## src/rtl/esd_host_supervisor.sv

```systemverilog
// Host-side supervisor for the emergency-shutdown controller.
// Generates the watchdog heartbeat and sequences bounded ACK restarts.
module esd_host_supervisor #(
    parameter int CLK_HZ         = 50_000_000,
    parameter int KICK_MS        = 10,
    parameter int ACK_LOW_CYCLES = 100,
    parameter int CONFIRM_CYCLES = 1000,
    parameter int HOLDOFF_CYCLES = 500,
    parameter int MAX_RETRY      = 3
) (
    input  logic       clk,
    input  logic       rst_n,
    input  logic       enable,
    input  logic       restart_req,
    input  logic       shutdown_in,
    output logic       wdg_kick,
    output logic       ack_n,
    output logic       running,
    output logic       lockout,
    output logic       trip,
    output logic [1:0] retries
);

    localparam int KICK_CYCLES = CLK_HZ / 1000 * KICK_MS;
    localparam int KW = $clog2(KICK_CYCLES);
    localparam int CM1 = (ACK_LOW_CYCLES > CONFIRM_CYCLES) ?
                         ACK_LOW_CYCLES : CONFIRM_CYCLES;
    localparam int CMAX = (CM1 > HOLDOFF_CYCLES) ? CM1 : HOLDOFF_CYCLES;
    localparam int CW = (CMAX > 1) ? $clog2(CMAX) : 1;

    localparam logic [KW-1:0] KICK_LAST = KW'(KICK_CYCLES - 1);
    localparam logic [CW-1:0] ACK_LAST  = CW'(ACK_LOW_CYCLES - 1);
    localparam logic [CW-1:0] CONF_LAST = CW'(CONFIRM_CYCLES - 1);
    localparam logic [CW-1:0] HOLD_LAST = CW'(HOLDOFF_CYCLES - 1);
    localparam logic [1:0]    RETRY_MAX = 2'(MAX_RETRY);

    typedef enum logic [2:0] {
        S_OFF,
        S_ARM,
        S_ACK_LOW,
        S_CONFIRM,
        S_HOLDOFF,
        S_RUN,
        S_LOCKOUT
    } state_t;

    state_t        state;
    state_t        state_next;
    logic [1:0]    retries_next;
    logic          sync1;
    logic          sd_s;
    logic [CW-1:0] cnt;
    logic [KW-1:0] kcnt;
    logic          hb_now;
    logic          hb_next;
    logic          timed;

    assign hb_now  = (state != S_OFF) && (state != S_LOCKOUT);
    assign hb_next = (state_next != S_OFF) && (state_next != S_LOCKOUT);
    assign timed   = (state == S_ACK_LOW) || (state == S_CONFIRM) ||
                     (state == S_HOLDOFF);

    // Two-flop synchroniser; shutdown presumed until observed clear.
    always_ff @(posedge clk) begin
        if (!rst_n) begin
            sync1 <= 1'b1;
            sd_s  <= 1'b1;
        end else begin
            sync1 <= shutdown_in;
            sd_s  <= sync1;
        end
    end

    // Next-state and retry bookkeeping; disable overrides everything.
    always_comb begin
        state_next   = state;
        retries_next = retries;
        if (!enable) begin
            state_next = S_OFF;
        end else begin
            unique case (state)
                S_OFF: state_next = S_ARM;
                S_ARM: begin
                    if (!sd_s) begin
                        state_next = S_RUN;
                    end else if (restart_req) begin
                        state_next   = S_ACK_LOW;
                        retries_next = 2'd0;
                    end
                end
                S_ACK_LOW: begin
                    if (cnt == ACK_LAST) state_next = S_CONFIRM;
                end
                S_CONFIRM: begin
                    if (!sd_s) begin
                        state_next = S_RUN;
                    end else if (cnt == CONF_LAST) begin
                        if (retries != RETRY_MAX)
                            retries_next = retries + 2'd1;
                        state_next = (retries_next == RETRY_MAX) ?
                                     S_LOCKOUT : S_HOLDOFF;
                    end
                end
                S_HOLDOFF: begin
                    if (cnt == HOLD_LAST) state_next = S_ACK_LOW;
                end
                S_RUN: begin
                    if (sd_s) state_next = S_ARM;
                end
                S_LOCKOUT: state_next = S_LOCKOUT;
                default:   state_next = S_OFF;
            endcase
        end
    end

    // Phase timer restarts on every state change.
    always_ff @(posedge clk) begin
        if (!rst_n) begin
            cnt <= '0;
        end else if (state_next != state) begin
            cnt <= '0;
        end else if (timed) begin
            cnt <= cnt + 1'b1;
        end
    end

    // Heartbeat phase counter, free-running across heartbeat states.
    always_ff @(posedge clk) begin
        if (!rst_n) begin
            kcnt <= '0;
        end else if (!hb_next) begin
            kcnt <= '0;
        end else if (hb_now) begin
            kcnt <= (kcnt == KICK_LAST) ? '0 : kcnt + 1'b1;
        end
    end

    // State register and outputs decoded from the next state.
    always_ff @(posedge clk) begin
        if (!rst_n) begin
            state    <= S_OFF;
            retries  <= 2'd0;
            wdg_kick <= 1'b0;
            ack_n    <= 1'b1;
            running  <= 1'b0;
            lockout  <= 1'b0;
            trip     <= 1'b0;
        end else begin
            state    <= state_next;
            retries  <= retries_next;
            wdg_kick <= hb_now && hb_next && (kcnt == KICK_LAST);
            ack_n    <= (state_next != S_ACK_LOW);
            running  <= (state_next == S_RUN);
            lockout  <= (state_next == S_LOCKOUT);
            trip     <= (state == S_RUN) && (state_next == S_ARM);
        end
    end

endmodule

```

## config.mk

```make
export PLATFORM = sky130hd
export DESIGN_NAME = esd_host_supervisor
export DESIGN_NICKNAME = d
export VERILOG_FILES = /design/src/rtl/esd_host_supervisor.sv
export SDC_FILE = /design/constraint.sdc
export NUM_CORES = 1
export LEC_CHECK = 0
export CAP_MARGIN = 15
export CORE_MARGIN = 5
export CORE_UTILIZATION = 51
export CTS_CLUSTER_DIAMETER = 100
export DETAILED_ROUTE_END_ITERATION = 8
export MAX_ROUTING_LAYER = met4
export PLACE_DENSITY = 0.69
export REMOVE_ABC_BUFFERS = 1
export SYNTH_ARGS = -nofsm -noshare
export SYNTH_HDL_FRONTEND = slang
export SYNTH_SLANG_ARGS = --single-unit
export TNS_END_PERCENT = 20
```

## constraint.sdc

```tcl
create_clock -name clk -period 2.4 [get_ports clk]
set_input_delay 0.36 -clock clk [delete_from_list [all_inputs] [get_ports clk]]
set_output_delay 0.36 -clock clk [all_outputs]
set_load 0.01 [all_outputs]
```

After elaboration in Yosys (flattened, before gate mapping) --
Cells that the tools add are included.
Word-level totals: bits in registers 41, bits of input ports 5, output and inout port bits 7, word-level logic and storage cells 73
Cells by class: add/sub/neg operators 3, equal/unequal tests 23, mux-type cells 21, bitwise operators 1, reduce and logical (&&, ||, !) cells 14
Operator list (count):
- two-way mux 3 bit | 8
- one-hot mux 3 bit (7 select lines) | 1
- two-way mux 2 bit | 10
- adder 19 x 1 -> 19 bit (second input constant) | 1
- equality test 19 bit (second input constant) | 1
- two-way mux 19 bit | 1
- equality test 3 bit (second input constant) | 5
- adder 10 x 1 -> 10 bit (second input constant) | 1
- equality test 10 bit (second input constant) | 1
- equality test 10 x 7 -> 1 bit (second input constant) | 1
- equality test 10 x 9 -> 1 bit (second input constant) | 1
- inequality test 2 bit (second input constant) | 4
- equality test 3 x 1 -> 1 bit (second input constant) | 2
- equality test 3 x 2 -> 1 bit (second input constant) | 2
- inequality test 3 bit (second input constant) | 2
- AND reduction 6 bit | 1
- nonzero test 3 bit | 2
- logical AND 1 bit | 5
- one-hot mux 2 bit (2 select lines) | 1
- logical NOT 3 bit | 1
- inequality test 3 x 2 -> 1 bit (second input constant) | 1
- inequality test 3 bit | 1
- adder 2 x 1 -> 2 bit (second input constant) | 1
- equality test 2 bit (second input constant) | 1
- 6 further kinds | 7

Logic depth before layout (Yosys ltp) --
Gate-level depths: netlist (run 1).
depth in word-level cells 16, mapped depth 7, depth with buffers taken out 6

Worst setup path after synthesis (run 1) --
No wires, ideal clock.
path type register -> register, start register cnt[0], end register kcnt[15], setup time 0.117 ns, data arrival time 1.922 ns, data required time 2.283 ns, setup slack 0.360 ns, stages on the path, launching flop included 8, path buffers 1, clock period less this slack 2.040 ns, path through dfxtp_1 ha_1 nand2b_1 nor4_2 a32o_1 a21boi_1 buf_6 and4bb_2
Between the ends: cells in the longest elaborated chain, start to end 8, elaborated cells between the ends (all ways) 13, classes of those cells eq/ne: 4; mux: 6; reduce/logical: 3
Ends and longest elaborated chain:
- start, declared | line 52 | logic [CW-1:0] cnt;
- start signal, assigned | line 123 | cnt <= cnt + 1'b1;
- equality test 10 bit | line 97 | end else if (cnt == CONF_LAST) begin
- two-way mux 3 bit | line 97
- two-way mux 3 bit | line 95 | if (!sd_s) begin
- one-hot mux 3 bit (7 select lines) * | line 81 | unique case (state)
- two-way mux 3 bit * | line 78 | if (!enable) begin
- inequality test 3 bit or nonzero test 3 bit (tied branches) | line 59 | assign hb_next = (state_next != S_OFF) && (state_next != S_LOCKOUT);
- logical AND 1 bit * | line 59
- AND reduction 2 bit (no line) *
- end signal, assigned | line 134 | kcnt <= (kcnt == KICK_LAST) ? '0 : kcnt + 1'b1;
- end, declared | line 53 | logic [KW-1:0] kcnt;
Mark *: on every way between the ends. The rest lies on a longest branch, timed or not. A chain may end at the register's enable or synchronous reset.

Worst setup path in the final report (run 1) --
start register cnt[9], end register kcnt[16]
The elaborated chain is that of the path after synthesis.

==> results.md, run 1 <==
- # nets final: 279
- Clock latency reported for the late side of the worst-skew pair: 0.30 ns
- Slowest cell on the critical path: sky130_fd_sc_hd__o41a_1
- Slew @ Worst Pin: between 0.5 and 0.6 ns
- Global-route usage over all layers: 18.30%
- Setup Buffers After CTS: 0
- CP endpoint kind: register
- Clk Tree Root Cell: sky130_fd_sc_hd__clkbuf_8
- Final Cycle Share: slightly above 90%
- Synth top area share: a little under two fifths
- Static Leak: between 0.8 and 0.9 nW
- Count of final hold-check violations: 0
- Clock transition at the registers of the reported paths: roughly 0.080 ns
- Total grt overflow: 0
- Largest net degree at the start of global routing: 21
- Quantity of I/O buffers inserted on ports: 11
- Sequential standard cell area: ~800 µm²
- Die area: between 5000 and 6000 µm²
- Highest fanout seen on the critical path: 20
- Yosys cell types: between 40 and 50
- Hold/Removal Path Class: reg -> reg
- Number of I/O pins: 12
- Number of global-route vias before repair: 1741
- Antenna Cells: 0
- Wire length on met2: between 2 and 2.5 mm
- Worst-case clock buffer depth: 2
- Count of pins over their slew limit: 0
- Sequential element share of the synthesized area: between 30% and 40%
- Ys flop type: sky130_fd_sc_hd__dfxtp_1
- Avg Inst Size Synth: approximately 8.5 µm²
- Last weighted congestion value of the routability-driven placer: 0.8806
- Antenna violations before repair: 0
- Number of flops mapped to enable cells by yosys: 0
- Cell row count: 23
- Crit path required time: approximately 2.6 ns
- M1 wire length: 2.061 mm
- Minimum hold slack: roughly 0.41 ns
- Routed wirelength normalized by instance count: between 10 and 15 µm
- Die extent in y: 74.94 µm
- Share of post-route cells with drive strength above 1: between 10% and 20%
- Number of filler instances in the final layout: 345
- Vias/cell: between 5 and 6
- Cell-by-cell listing of the critical path: or3_1, or2_1, o41a_1, a21boi_1, buf_12, and4bb_2
- Iter 0 DRT Violations: 83
- Post-route antenna net violation count: 0
- Setup repair after global routing missed its margin: false
- Seq cells post-synth: 41
- Resized Gates After CTS: 0
- Die W: about 75 µm
- Synthesized area: 2151 µm²
- Async set-or-reset flop fraction in the synthesized netlist: 0%
- Clock Skews: roughly 0.0093 ns
- Global-route wire length before repair: ~7.6 mm
- Placeable Area: approximately 4100 µm²
- Number of search-and-repair iterations in the first detailed-routing pass: 4
- Multi-input logic area: between 1000 and 1500 µm²
- CTS tree: yes
- Final WL: 4.447 mm
- Synthesis-to-layout area growth: 16.93%
- Library cell with the largest summed area after synthesis: sky130_fd_sc_hd__dfxtp_1
- Dominant cell by count in the synthesized netlist: sky130_fd_sc_hd__dfxtp_1
- Initial core utilization: a little over half
- Outcome: completed
- Highest cell delay on the worst timing path: 0.43 ns
- Cell count after synthesis: 252
- Yosys warnings: 0
- Clock sink count: 41
- Total of max-cap violations: 0
- Startpoint Class: register
- DR vias: roughly 1.8k
- Depth of the CTS H-tree: 2
- Remaining routing DRC violations: 0
- Synth cell count leaders: 41 x sky130_fd_sc_hd__dfxtp_1, 23 x sky130_fd_sc_hd__nand2_1, 19 x sky130_fd_sc_hd__nor2_1, 18 x sky130_fd_sc_hd__nand3_1, 18 x sky130_fd_sc_hd__nor3_1
- Sum of net half-perimeters after detailed placement: ~3.2 mm
- Worst supply voltage drop on vdd: 371.3 µV
- Power density relative to cell area: 574.2 nW/µm²
- Top cells by area in the synthesized netlist: sky130_fd_sc_hd__dfxtp_1 38%, sky130_fd_sc_hd__xnor2_1 5.7%, sky130_fd_sc_hd__xor2_1 5.7%
- Hold bufs inserted after CTS: 0
- Critical path start-end classification: reg -> reg
- Relative slew margins: around 63%
- Finish-stage setup viols: 0
- Highest routed metal layer: met4
- Share of the core filled with cells in the final layout: 61.98%
- Final period demand of the worst path: 2.236 ns
- Highest Clock Rate: 447.2 MHz
- Wire length on met3: roughly 190 µm
- TritonCTS Buffers: 5
- Endpoint arrival time on the critical path: 2.44 ns
-- where the power goes --
group | leakage, nW | switching (W) | internal (W)
Sequential | 0.331 | 0.00000633 | 0.000685
Combinational | 0.474 | 0.0000527 | 0.0000371
Clock | 0.0681 | 0.000250 | 0.000413
Total | 0.874 | 0.000309 | 0.00114
-- cells by family (layout without fill, tap and decap cells) --
| logic type | count (synthesis) | count (layout) | share of synthesized area [%] |
|---|---|---|---|
| xor gates and xnor gates | 28 | 28 | 11.40 |
| buffers and inverters | 18 | 39 | 4.014 |
| DFF | 41 | 41 | 38.16 |
| AOI/OAI and AO/OA | 31 | 31 | 10.41 |
| adders and majority gates | 2 | 2 | 1.163 |
| and+or+nand+nor | 129 | 129 | 33.45 |
| muxes | 3 | 3 | 1.396 |
-- area by class of cell --
| class | instances | area share [%] |
|---|---|---|
| Inverter | 5 | 0.7463 |
| Sequential cell | 41 | 32.64 |
| Clock buffer | 5 | 2.736 |
| Multi-Input combinational cell | 193 | 49.45 |
| Clock inverter | 3 | 2.587 |
| Tap cell | 50 | 2.488 |
| Timing Repair Buffer | 26 | 9.353 |
-- sequential cells by signal, summed over array words and instances (netlist names), 2 cells and up --
signal / cells
cnt: 10
retries: 2
state: 3
kcnt: 19
-- placed cells by master (no fill, tap or decap), drive strengths merged, types with 2 or more instances in the layout --
| cell type | instances |
|---|---|
| dfxtp | 41 |
| nand2 | 23 |
| nor2 | 19 |
| nand3 | 18 |
| nor3 | 18 |
| buf | 15 |
| xnor2 | 14 |
| xor2 | 14 |
| nand4 | 11 |
| clkdlybuf4s50 | 11 |
| nand2b | 7 |
| and3 | 7 |
| a21oi | 6 |
| inv | 5 |
| and4bb | 5 |
| clkbuf | 5 |
| o21ai | 3 |
| and2 | 3 |
| a211oi | 3 |
| mux2i | 3 |
| nor4 | 3 |
| nand3b | 2 |
| or4 | 2 |
| a21o | 2 |
| nor3b | 2 |
| or4bb | 2 |
| o2111ai | 2 |
| a31oi | 2 |
| o211ai | 2 |
| ha | 2 |
| bufinv | 2 |
| or2 | 2 |
-- worst max-delay path, delay by kind of cell (launching register included) --
family / cells / cell delay, ns
AO/OA/AOI/OAI: 2 / 0.72
buffers and inverters: 1 / 0.19
flip-flops: 1 / 0.34
AND/OR/NAND/NOR: 3 / 0.89
-- final timing paths --
path          start        to  slack (ns)  cells after the start
max          cnt[9]  kcnt[16]        0.16                      6
min reg2reg   sync1      sd_s        0.41                      1
min           sync1      sd_s        0.41                      1
max reg2reg  cnt[9]  kcnt[16]        0.16                      6
-- layer usage --
metal  vias up  global-route usage, %
met5         -                      -
met4         0                  7.510
met3         4                  6.142
met2        40                  29.30
met1       851                  20.92
li1        949                      -
-- per-stage QoR --
step           setup TNS [ns]  worst slack (ns)  cell area, µm²  instances   power, W
2_1_floorplan         -0.7303           -0.1461            2083        239  0.0007572
3_3_place_gp                0            0.2261            2381        315  0.0007947
3_5_place_dp                0            0.2070            2381        315  0.0007959
4_1_cts                     0            0.1824            2515        323   0.001463
5_1_grt                     0           0.06433            2515        323   0.001502
6_report                    0            0.1636            2515        323   0.001444
Power figures use the tool's default switching activity.
==> run 2, diff against run 1 <==
CAP_MARGIN = not set   (was 15)
HOLD_SLACK_MARGIN = 0.03   (was not set)
==> results of run 2 <==
The final DEF is identical to that of run 1; final timing and power are the same.
==> run 3, diff against run 2 <==
CORE_MARGIN = 2   (was 5)
==> run 3 against run 2 <==
- clock-buffer cell count rose by 2
- register-to-register slack got worse by 0.03 ns
- combinational power fell by 2.6%
- worst hold slack improved by 0.0050 ns
- clock power fell by 14%
- cell area fell by 1.0%
- cell count did not move
- critical path type unchanged
- critical endpoint is now kcnt[2]
- largest cell class unchanged
==> results.md, run 3 (synthesis gave the netlist of run 1 again) <==
- Antenna violations before repair: 0
- Number of filler instances in the final layout: 345
- Cell-by-cell listing of the critical path: or3_1, or4_1, a32o_1, a21boi_1, buf_4, buf_4, nor3_1
- Switching fraction of total power: a little over a fifth
- Share of post-route cells with drive strength above 1: 11.36%
- Worst-case clock buffer depth: 2
- Slew @ Worst Pin: around 0.57 ns
- Relative contribution of the clock network to total power: between 40% and 50%
- M1 wire length: 2.077 mm
- Power density relative to cell area: 541.9 nW/µm²
- Total grt overflow: 0
- Number of search-and-repair iterations in the first detailed-routing pass: 4
- Sequential standard cell area: between 800 and 900 µm²
- Finish-stage setup viols: 0
- Global-route usage over all layers: 20.92%
- Highest fanout seen on the critical path: 14
- # placed instances: between 300 and 400
- Multi-input logic area: 1246 µm²
- Relative slew margins: 62.27%
- Minimum setup slack among reg-to-reg paths: between 0.1 and 0.15 ns
- Hold/Removal Path Class: reg -> reg
- Crit path required time: about 2.6 ns
- Setup total negative slack: 0 ns
- Setup Buffers After CTS: 0
- Post-route design area: 2489 µm²
- Highest Clock Rate: around 440 MHz
- Vias/cell: about 5.7
- Sum of net half-perimeters after detailed placement: about 3.1 mm
- Total of max-cap violations: 0
- Clock sink count: 41
- Clock latency reported for the late side of the worst-skew pair: just under 0.3 ns
- Die W: 68.94 µm
- Cell family with most CP delay: simple AND/OR/NAND/NOR gates
- Die area: about 4800 µm²
- Clk Tree Root Cell: sky130_fd_sc_hd__clkbuf_8
- Final Cycle Share: approximately 94%
- TritonCTS Buffers: 5
- Wire length on met2: between 2 and 2.5 mm
- Placeable Area: around 4000 µm²
- Cell row count: 23
- Part of the power in combinational logic: 6.5%
- Hold bufs inserted after CTS: 0
- Iter 0 DRT Violations: 139
- Total net switching power: roughly 0.00029 W
- Number of I/O pins: 12
- Wire length on met3: 136 µm
- Routed wirelength normalized by instance count: 13.71 µm
- Flip-flop count of the largest register after layout: 19
- Synthesis-to-layout area growth: 15.71%
- Last weighted congestion value of the routability-driven placer: between 0.7 and 0.8
- Endpoint arrival time on the critical path: ~2.5 ns
- Final period demand of the worst path: ~2.3 ns
- Largest net degree at the start of global routing: 21
- Clock transition at the registers of the reported paths: 0.07 ns
- Highest routed metal layer: met4
- Leading cell type in the layout, fill and taps excluded: sky130_fd_sc_hd__dfxtp_1
- Slowest cell on the critical path: sky130_fd_sc_hd__or4_1
- DR vias: between 1.5k and 2k
- Number of global-route vias before repair: about 1.6k
- Final WL: about 4.4 mm
- Final non-filler cell total: between 300 and 400
- Count of final hold-check violations: 0
- Most common cell on crit path: sky130_fd_sc_hd__buf_4
- Cell internal pwr: around 0.0011 W
- CTS tree: yes
- Global-route wire length before repair: a little over 7 mm
- Quantity of I/O buffers inserted on ports: 11
- Worst supply voltage drop on vdd: just over 400 µV
- # nets final: around 280
- Count of pins over their slew limit: 0
- Minimum hold slack: ~0.42 ns
- Startpoint Class: register
- Largest registers: kcnt: 19 flops, cnt: 10 flops, state: 3 flops
- CP endpoint kind: register
- Sequential Power Share: 51.4%
- Antenna Cells: 0
- Register with the most flip-flops: kcnt
- Clock Skews: roughly 0.009 ns
- Setup repair after global routing missed its margin: false
- Buffers plus inverters on the worst setup path: 2
- Die extent in y: between 60 and 70 µm
- Most frequent cells in the layout: 40 x sky130_fd_sc_hd__dfxtp_1, 23 x sky130_fd_sc_hd__nand2_1, 19 x sky130_fd_sc_hd__nor2_1, 18 x sky130_fd_sc_hd__nand3_1, 18 x sky130_fd_sc_hd__nor3_1
- Cell Area, Placed: 2369 µm²
- Critical path start-end classification: reg -> reg
- Depth of the CTS H-tree: 2
- Static Leak: between 0.8 and 0.9 nW
- Remaining routing DRC violations: 0
- Highest cell delay on the worst timing path: about 0.53 ns
- Resized Gates After CTS: 0
- Post-route antenna net violation count: 0
- Outcome: completed
- Initial core utilization: 53.39%
[run 3: power groups by stage]
stage / sequential, W / combinational [W] / clock [W]
after CTS: 0.000693 / 0.0000873 / 0.000580
after global routing: 0.000694 / 0.0000966 / 0.000605
after detailed placement: 0.000709 / 0.0000867 / 0
final: 0.000693 / 0.0000875 / 0.000568
after global placement: 0.000708 / 0.0000859 / 0
after floorplan: 0.000710 / 0.0000468 / 0
[run 3: through the flow]
stage	setup WS, ns	util (%)	total power, W
floorplan	-0.1461	-	0.0007572
global placement	0.2145	58.79	0.0007943
detailed placement	0.1411	58.79	0.0007953
CTS	0.1194	61.68	0.001360
global route	0.02630	61.77	0.001395
finish	0.1382	61.77	0.001349
[run 3: final cells by class]
cell class	count	share of cell area, %
clock buffers	7	3.469
well taps	50	2.514
repair buffers	26	8.949
clock inverters	1	1.207
flip-flops and latches	41	33.03
inverters	5	0.7541
multi-input cells	193	50.08
[run 3: final timing paths]
kind | startpoint | end | cells past startpoint
max reg2reg | cnt[2] | kcnt[2] | 7
min reg2reg | sync1 | sd_s | 1
min | sync1 | sd_s | 1
max | cnt[2] | kcnt[2] | 7
[run 3: routing by layer]
| metal | track usage [%] | vias up |
|---|---|---|
| li1 | - | 959 |
| met1 | 25.65 | 863 |
| met2 | 34.13 | 27 |
| met3 | 4.545 | 8 |
| met4 | 7.108 | 0 |
| met5 | - | - |
